**src/rtl/regfile_pkg.sv**
```systemverilog
// Shared constants and entry type for the register-file write queue.
package regfile_pkg;

    localparam int unsigned REG_AW = 5;
    localparam int unsigned REG_DW = 32;
    localparam logic [REG_AW-1:0] REG_ZERO = '0;

    typedef struct packed {
        logic [REG_AW-1:0] addr;
        logic [REG_DW-1:0] data;
    } wrq_entry_t;

endpackage

```
**src/rtl/wrq_match.sv**
```systemverilog
// Youngest-first priority matcher over the write-queue entries; one instance per lookup port.
module wrq_match
    import regfile_pkg::*;
#(
    parameter int unsigned N     = REG_AW,
    parameter int unsigned M     = REG_DW,
    parameter int unsigned DEPTH = 4,
    localparam int unsigned PW   = $clog2(DEPTH)
) (
    input  logic [DEPTH-1:0][N-1:0] addrs,
    input  logic [DEPTH-1:0][M-1:0] datas,
    input  logic [DEPTH-1:0]        valid,
    input  logic [PW-1:0]           head,
    input  logic [N-1:0]            q,
    output logic                    hit,
    output logic [M-1:0]            data
);

    logic [PW-1:0] idx;

    // Walk from oldest (head) to youngest so the last match wins.
    always_comb begin
        hit  = 1'b0;
        data = '0;
        idx  = head;
        for (int unsigned i = 0; i < DEPTH; i++) begin
            idx = head + PW'(i);
            if (valid[idx] && (addrs[idx] == q) && (q != N'(REG_ZERO))) begin
                hit  = 1'b1;
                data = datas[idx];
            end
        end
    end

endmodule

```
**src/rtl/regfile_wr_queue.sv**
```systemverilog
// In-order write queue feeding the register-file write port, with two forwarding lookups.
// Optional same-register coalescing is enabled by defining REGFILE_WR_QUEUE_COALESCE_EN.
module regfile_wr_queue
    import regfile_pkg::*;
#(
    parameter int unsigned N     = REG_AW,
    parameter int unsigned M     = REG_DW,
    parameter int unsigned DEPTH = 4
) (
    input  logic                     clk,
    input  logic                     rst_n,
    input  logic                     in_valid,
    output logic                     in_ready,
    input  logic [N-1:0]             in_addr,
    input  logic [M-1:0]             in_data,
    input  logic                     wr_stall,
    output logic [N-1:0]             a3,
    output logic [M-1:0]             wd3,
    output logic                     we3,
    input  logic [N-1:0]             q1,
    output logic                     hit1,
    output logic [M-1:0]             fwd1,
    input  logic [N-1:0]             q2,
    output logic                     hit2,
    output logic [M-1:0]             fwd2,
    output logic [$clog2(DEPTH):0]   count
);

    localparam int unsigned PW = $clog2(DEPTH);
    localparam int unsigned CW = PW + 1;

    logic [DEPTH-1:0][N-1:0] addr_q;
    logic [DEPTH-1:0][M-1:0] data_q;
    logic [DEPTH-1:0]        valid_q;
    logic [PW-1:0]           head_q, tail_q;
    logic [CW-1:0]           count_q;
    logic                    nonempty, pop, push, alloc, coal;
`ifdef REGFILE_WR_QUEUE_COALESCE_EN
    logic [PW-1:0]           young;
`endif

    always_comb begin
        nonempty = (count_q != '0);
        we3      = nonempty && !wr_stall;
        pop      = we3;
`ifdef REGFILE_WR_QUEUE_COALESCE_EN
        young    = tail_q - PW'(1);
        // The youngest entry is the head only when one entry remains.
        coal     = nonempty && (addr_q[young] == in_addr) && !(pop && (count_q == CW'(1)));
`else
        coal     = 1'b0;
`endif
        in_ready = (count_q < CW'(DEPTH)) || coal;
        push     = in_valid && in_ready;
        // Writes to $0 are accepted but never stored.
        alloc    = push && (in_addr != N'(REG_ZERO)) && !coal;
        a3       = nonempty ? addr_q[head_q] : '0;
        wd3      = nonempty ? data_q[head_q] : '0;
    end

    always_ff @(posedge clk or negedge rst_n) begin
        if (!rst_n) begin
            addr_q  <= '0;
            data_q  <= '0;
            valid_q <= '0;
            head_q  <= '0;
            tail_q  <= '0;
            count_q <= '0;
        end else begin
            if (pop) begin
                valid_q[head_q] <= 1'b0;
                head_q          <= head_q + PW'(1);
            end
            if (alloc) begin
                addr_q[tail_q]  <= in_addr;
                data_q[tail_q]  <= in_data;
                valid_q[tail_q] <= 1'b1;
                tail_q          <= tail_q + PW'(1);
            end
`ifdef REGFILE_WR_QUEUE_COALESCE_EN
            if (push && coal) begin
                data_q[young] <= in_data;
            end
`endif
            count_q <= count_q + CW'(alloc) - CW'(pop);
        end
    end

    assign count = count_q;

    wrq_match #(.N(N), .M(M), .DEPTH(DEPTH)) u_match1 (
        .addrs (addr_q),
        .datas (data_q),
        .valid (valid_q),
        .head  (head_q),
        .q     (q1),
        .hit   (hit1),
        .data  (fwd1)
    );

    wrq_match #(.N(N), .M(M), .DEPTH(DEPTH)) u_match2 (
        .addrs (addr_q),
        .datas (data_q),
        .valid (valid_q),
        .head  (head_q),
        .q     (q2),
        .hit   (hit2),
        .data  (fwd2)
    );

endmodule

```
**config.mk**
```make
export PLATFORM = sky130hd
export DESIGN_NAME = regfile_wr_queue
export DESIGN_NICKNAME = d
export VERILOG_FILES = /design/src/rtl/regfile_pkg.sv /design/src/rtl/wrq_match.sv /design/src/rtl/regfile_wr_queue.sv
export SDC_FILE = /design/constraint.sdc
export NUM_CORES = 1
export LEC_CHECK = 0
export CAP_MARGIN = 25
export CORE_MARGIN = 2
export CORE_UTILIZATION = 45
export DETAILED_ROUTE_END_ITERATION = 10
export GPL_ROUTABILITY_DRIVEN = 0
export SLEW_MARGIN = 15
export SYNTH_ARGS = -nofsm -noshare
export SYNTH_HDL_FRONTEND = slang
export SYNTH_HIERARCHICAL = 1
export SYNTH_SLANG_ARGS = --single-unit
```
**constraint.sdc**
```tcl
create_clock -name clk -period 5.6 [get_ports clk]
set_clock_uncertainty 0.15 [all_clocks]
set_input_delay 1.4 -clock clk [delete_from_list [all_inputs] [get_ports clk]]
set_output_delay 1.4 -clock clk [all_outputs]
set_load 0.02 [all_outputs]
```
==> results of run 1 <==
## kinds of logic (layout without fill, tap and decap cells)
| logic type | count (synthesis) | count (layout) | share of synthesized area, % |
|---|---|---|---|
| adders and majority gates | 10 | 10 | 0.734 |
| muxes | 485 | 485 | 32.5 |
| buffers and inverters | 216 | 344 | 7.65 |
| xor gates and xnor gates | 49 | 49 | 2.46 |
| and+or+nand+nor | 477 | 477 | 19.2 |
| DFF | 159 | 159 | 22.0 |
| AOI/OAI and AO/OA | 375 | 375 | 15.4 |
## per-layer routing
metal,part of all wire (%),vias up,routed length (µm),GRT usage (%)
li1,-,7071,-,-
met3,4.8,99,2830,4.05
met4,2.7,0,1590,10.1
met5,0,-,0,0
met2,48,539,28100,45.8
met1,44,7877,25900,37.1
## worst max-delay path by stage
stage	slack (ns)	startpoint	cells past startpoint	end
6_report	0.11	q1[2]	10	hit1
5_1_grt	0.01	head_q[0]	12	fwd2[0]
4_1_cts	0.0007	q2[4]	11	fwd2[12]
3_5_place_dp	-0.54	q1[1]	11	fwd1[31]
3_3_place_gp	-0.53	q1[1]	11	fwd1[31]
2_1_floorplan	0.62	q1[3]	9	fwd1[30]
## registers in the layout, summed over array words and instances (netlist names)
name / cells
data_q: 128
addr_q: 20
valid_q: 4
count: 3
head_q: 2
tail_q: 2
## metrics by stage
step | util (%) | setup TNS (ns) | setup WS, ns | cell area, µm² | std cells
final | 54.5 | 0 | 0.112 | 21600 | 2424
after CTS | 54.0 | 0 | 0.000683 | 21400 | 2417
after detailed placement | 51.9 | -28.89 | -0.541 | 20600 | 2376
after floorplan | - | 0 | 0.617 | 18100 | 1771
after global placement | 51.9 | -27.67 | -0.529 | 20600 | 2376
after global routing | 54.5 | 0 | 0.0108 | 21600 | 2424
## area by class of cell
type | count | area, µm² | area share, %
multi-input combinational | 1396 | 13000 | 60.3
inverter | 13 | 48.8 | 0.226
clock inverter | 9 | 108 | 0.498
sequential | 159 | 3990 | 18.5
tap | 525 | 657 | 3.04
timing repair buffer | 300 | 3280 | 15.2
clock buffer | 22 | 484 | 2.24
## worst max-delay path: cells and delay by family
| kind | cells | cell delay, ns |
|---|---|---|
| buf+inv | 5 | 1.04 |
| simple gates | 4 | 1.40 |
| compound gates | 1 | 0.08 |
## power by group through the flow
stage / Clock (W) / Combinational [W] / Sequential (W)
detailed placement: 0 / 0.0111 / 0.00276
floorplan: 0 / 0.00810 / 0.00237
global route: 0.00128 / 0.0120 / 0.00289
finish: 0.00121 / 0.0113 / 0.00276
global placement: 0 / 0.0110 / 0.00271
CTS: 0.00123 / 0.0112 / 0.00274
## cell usage in the layout, fill, tap and decap left out, types with 6 or more instances in the layout
cell             count
dfrtp_1            157
o21ai_1             48
o21ai_0             84
nor4_2              83
clkbuf_16           18
a211oi_2            62
nor3_1             178
a22o_1              20
mux4_2              61
buf_2               25
ha_1                 9
nand2b_1             8
mux2_2             188
dlygate4sd2_1       18
mux2_1              10
nor4_1              43
mux2i_1            226
xnor2_1             41
buf_12              51
nor2b_1             43
a21o_1              64
buf_4               84
inv_1               11
nor3_2              83
a21oi_1             66
dlymetal6s2s_1       6
clkdlybuf4s50_1     81
clkdlybuf4s15_2     13
buf_6               12
## repair_timing
item | in CTS | in global routing
setup endpoints to repair | 66 | 61
resized for setup | 240 | 30
hold buffers | 0 | 0
setup buffers | 7 | 6
gates cloned | 3 | 1
pin swaps | 18 | 9
==> impl_results.md, run 1 <==
- Slowest cell on crit path: or4_4
- Max-slew violations: 0
- Clk Latency, worst-skew pair: around 0.45 ns
- First-pass GRT wire length: between 90000 and 100000 µm
- Root Buffer: clkbuf_16
- Vias per inst: about 6.4
- RSZ-0062 raised after global routing: no
- Max Cap Viol: 0
- Flop pwr share: 18.1%
- Seq cells post-synth: 159
- Yosys cell types: 58
- Sequential area share after synthesis: 22.0%
- Crit path max fanout: 13
- Die area: about 0.042 mm²
- Cell row count: 73
- Syn nets: between 1500 and 2000
- Final setup violation count: 0
- Clock buffer count from CTS: 17
- Power per standard cell area: approximately 700 mW/mm²
- Drt first-iter violations: around 1100
- Worst Path Required: 4.05 ns
- Fillers: 3523
- Leak: roughly 8.5 nW
- Pin count of the biggest net entering global routing: ~160
- Reg-to-Reg Start: count[2]
- Final hold vios: 0
- CTS tree: built
- Grt total ovfl: 0
- Setup CP Type: in2out
- Combinational power share: between 70 and 80%
- Drt first pass iters: 5
- Reg-to-Reg End: count[2]
- Clock Power Share: under 10%
- Nets@finish: around 1900
- Core ar.: between 0.03 and 0.04 mm²
- Die height: just over 200 µm
- Mapped Area: between 0.015 and 0.02 mm²
- Drt wl/cell: 24.1 µm
- Vias in the first global route: 15612
- Top-area cell type share of the netlist area: between 20% and 30%
- HPWL after DPL: about 38000 µm
- Critical path arrival: roughly 3.9 ns
- Area contributors post-synth: dfrtp_1, mux2i_1, mux2_2, mux4_2, nor3_1
- Internal Power: 0.00776 W
- Most frequent cell after synthesis: mux2i_1
- Share of layout cells above drive strength 1: just under 40%
- Tot Pwr: ~0.015 W
- Min-Delay Endpoint: tail_q[0]
- I/O pin cnt: 159
- Post-Syn Area per Cell: roughly 10 µm²
- Worst r2r path cells: 9
- Maximum VDD drop: about 0.37 mV
- Hold Crit Depth: 1
- Number of warnings issued by yosys: 6
- Cells after synthesis: between 1500 and 2000
- Slew headroom: between 20% and 30%
- Sw Ratio: between 40% and 50%
- P_sw: 0.00750 W
- Global-route usage over all layers: 27.8%
- Crit path cell chain: dlygate4sd2_1, or4_4, or2_4, and3_1, o2111ai_4, buf_12, buf_12, buf_12, or3b_1, dlygate4sd2_1
- Clock Sinks: 159
- Worst min path class: reg2reg
- Starting Density: 45.6%
- Vias: ~16000
- Element type at the critical path start: primary input
- Area leader, netlist: dfrtp_1
- Drt total wl: a little under 60000 µm
- Crit end category: output port
- Die Width: between 200 and 250 µm
- Cell mode on critical path: buf_12
- Initial antenna violation count: 1
- Hold_sp: tail_q[0]
- H-Tree Depth: 4
- Ant diodes: 0
- Final ANT Viol Nets: 0
- Fraction of registers with async set or reset after synthesis: 100%
- Outcome: finished, final reports clean
- Clock Tree Buf Depth: 2
- Max incr delay on CP: approximately 0.57 ns
- Tightest Pin Transition: approximately 1.1 ns
- Number of buffers inserted by port buffering: 158
- F_max: roughly 0.18 GHz
- Flop2flop setup slack: 2.66 ns
- Minimum clock period: between 5 and 6 ns
- Top FF cell, synth: dfrtp_1
- Synth-to-Final Area Change: 19.5%
- Drc violations: 0
- Synth top cells by count: mux2i_1, mux2_2, nor3_1
- Hold Slack: slightly below 0.4 ns
- Crit share post-route: 98.0%
- Clock transition at path regs: roughly 0.07 ns
- Post-synth EDFFs: 0
Power figures use the tool's default switching activity.
==> run 2: changes to the inputs <==
- SETUP_SLACK_MARGIN: not set -> 0.2
==> run 2 against run 1 <==
Net effect:
- combinational power is essentially flat
- final cell count grew 0.41%
- flip-flop and latch count is the same
- setup slack gained 0.16 ns
- core utilization grew 0.13 points
- wire length grew 1.1%
- non-clock buffer count grew 8
- highest routed layer unchanged
- sequential power is essentially flat
- total power grew 0.43%
- clock power is essentially flat
- global-route usage grew 0.11 points
- first-iteration DRC count grew 8.5%
==> impl_results.md, run 2 (synthesized netlist as in run 1, its figures left out) <==
- TNS Setup: 0 ns
- Largest Register: data_q
- Cell row count: between 70 and 80
- Maximum VDD drop: 0.373 mV
- Worst min path class: reg2reg
- Vias per inst: 6.51
- Largest register FFs: about 130
- Most frequent cells in the layout: mux2i_1, mux2_2, nor3_1, dfrtp_1, buf_4
- I/O pin cnt: approximately 160
- Clock Sinks: ~160
- CTS tree: built
- Tightest Pin Transition: ~1.1 ns
- Crit end category: output port
- Clock buffer count from CTS: 17
- Clock transition at path regs: 0.07 ns
- Power per standard cell area: slightly above 700 mW/mm²
- Root Buffer: clkbuf_16
- Drt total wl: approximately 60000 µm
- Vias: 15838
- Grt total ovfl: 0
- Pre-CTS WS: -0.541 ns
- Final setup violation count: 0
- Element type at the critical path start: primary input
- Starting Density: 45.6%
- Clk Latency, worst-skew pair: around 0.45 ns
- Vias in the first global route: about 16000
- Critical path arrival: 3.78 ns
- Synth-to-Final Area Change: 19.8%
- Drt first pass iters: 5
- Post-CTS Hold Fix Bufs: 0
- Minimum clock period: approximately 5.3 ns
- Share of layout cells above drive strength 1: roughly two fifths
- Max-slew violations: 0
- Clock Tree Buf Depth: 2
- Crit share post-route: between 90% and 100%
- Number of buffers inserted by port buffering: about 160
- F_max: 0.188 GHz
- Die Width: just over 200 µm
- Max Cap Viol: 0
- Final instance area: around 0.022 mm²
- Die area: 0.0418 mm²
- Outcome: finished, final reports clean
- Global-route usage over all layers: roughly 28%
- Drt wl/cell: ~24 µm
- Worst Path Required: roughly 4.1 ns
- Final hold vios: 0
- Commonest non-fill, non-tap cell in the layout: mux2i_1
- Core ar.: about 0.040 mm²
- Setup CP Type: in2out
- Placed cell area: ~0.021 mm²
- Final ANT Viol Nets: 0
- Drc violations: 0
- First-pass GRT wire length: between 90000 and 100000 µm
- Die height: about 200 µm
- Nets@finish: 1956
- Initial antenna violation count: 1
- Pin count of the biggest net entering global routing: between 150 and 200
- Slew headroom: 27.8%
- Crit path max fanout: 7
- Drt first-iter violations: between 1000 and 1500
- RSZ-0062 raised after global routing: yes
- H-Tree Depth: 4
- Largest registers: data_q: 128 flops, addr_q: 20 flops, valid_q: 4 flops
- Final WS setup: approximately 0.27 ns
- Leak: 8.52 nW
- HPWL after DPL: roughly 38000 µm
- Hold Slack: 0.399 ns
## run 2: cell count changes in the layout (fill, tap and decap cells not counted), moves of 3 or more
cell | previous run | this run
clkdlybuf4s15_2 | 13 | 3
buf_6 | 12 | 17
clkdlybuf4s15_1 | 4 | 1
buf_12 | 51 | 47
buf_4 | 84 | 100
dlygate4sd2_1 | 18 | 2
dlymetal6s2s_1 | 6 | 0
o21ai_0 | 84 | 80
clkbuf_2 | 1 | 22
## run 2: cell type report
class                      count  area [µm²]
antenna                        2        5.00
clock buffer                  22         484
clock inverter                 9         108
fill                        3518       18000
inverter                      13        48.8
multi-input combinational   1396       13100
sequential                   159        3990
tap                          525         657
timing repair buffer         308        3210
## run 2: per-stage QoR
stage                     power [W]  std cells  utilization [%]
after floorplan              0.0105       1771                -
after global placement       0.0137       2376             51.9
after detailed placement     0.0139       2376             51.9
after CTS                    0.0152       2422             54.3
after global routing         0.0163       2433             54.6
final                        0.0153       2434             54.6
## run 2: layer usage
metal	vias to the layer above	global-route usage, %	routed length, µm
met4	0	11.1	2090
met1	7997	37.2	25900
met3	140	4.26	3330
met5	-	0	0
li1	7089	-	-
met2	612	45.5	27900
## run 2: path summary, 6_finish.rpt
kind	slack, ns	from	cells after the start	end
setup / recovery	0.27	q2[3]	12	fwd2[7]
hold / removal	0.40	tail_q[0]	1	tail_q[0]
setup reg to reg	2.67	count[2]	9	count[2]
hold reg to reg	0.40	tail_q[0]	1	tail_q[0]
max in group asynchronous	3.39	rst_n	2	data_q[119]
min in group asynchronous	0.83	rst_n	1	addr_q[6]
## run 2: report_power, final
part	leakage (nW)	switching (W)	internal, W	total [W]
Clock	0.288	0.000513	0.000701	0.00121
Combinational	6.32	0.00604	0.00533	0.0114
Sequential	1.92	0.00101	0.00173	0.00274
## run 2: timing repair
item,CTS,global route
resized for setup,261,115
endpoints found under the setup margin,66,66
gates cloned,4,2
pin swaps,25,30
setup buffers,11,8
## run 2: worst max-delay path: stages
cell	delay (ns)
clkdlybuf4s15_1	0.20
or4_4	0.15
nor2_4	0.03
buf_6	0.12
a2111oi_4	0.35
o2111ai_4	0.30
buf_12	0.22
nand2b_4	0.16
clkbuf_16	0.19
o21ai_1	0.09
a211oi_2	0.34
buf_4	0.21
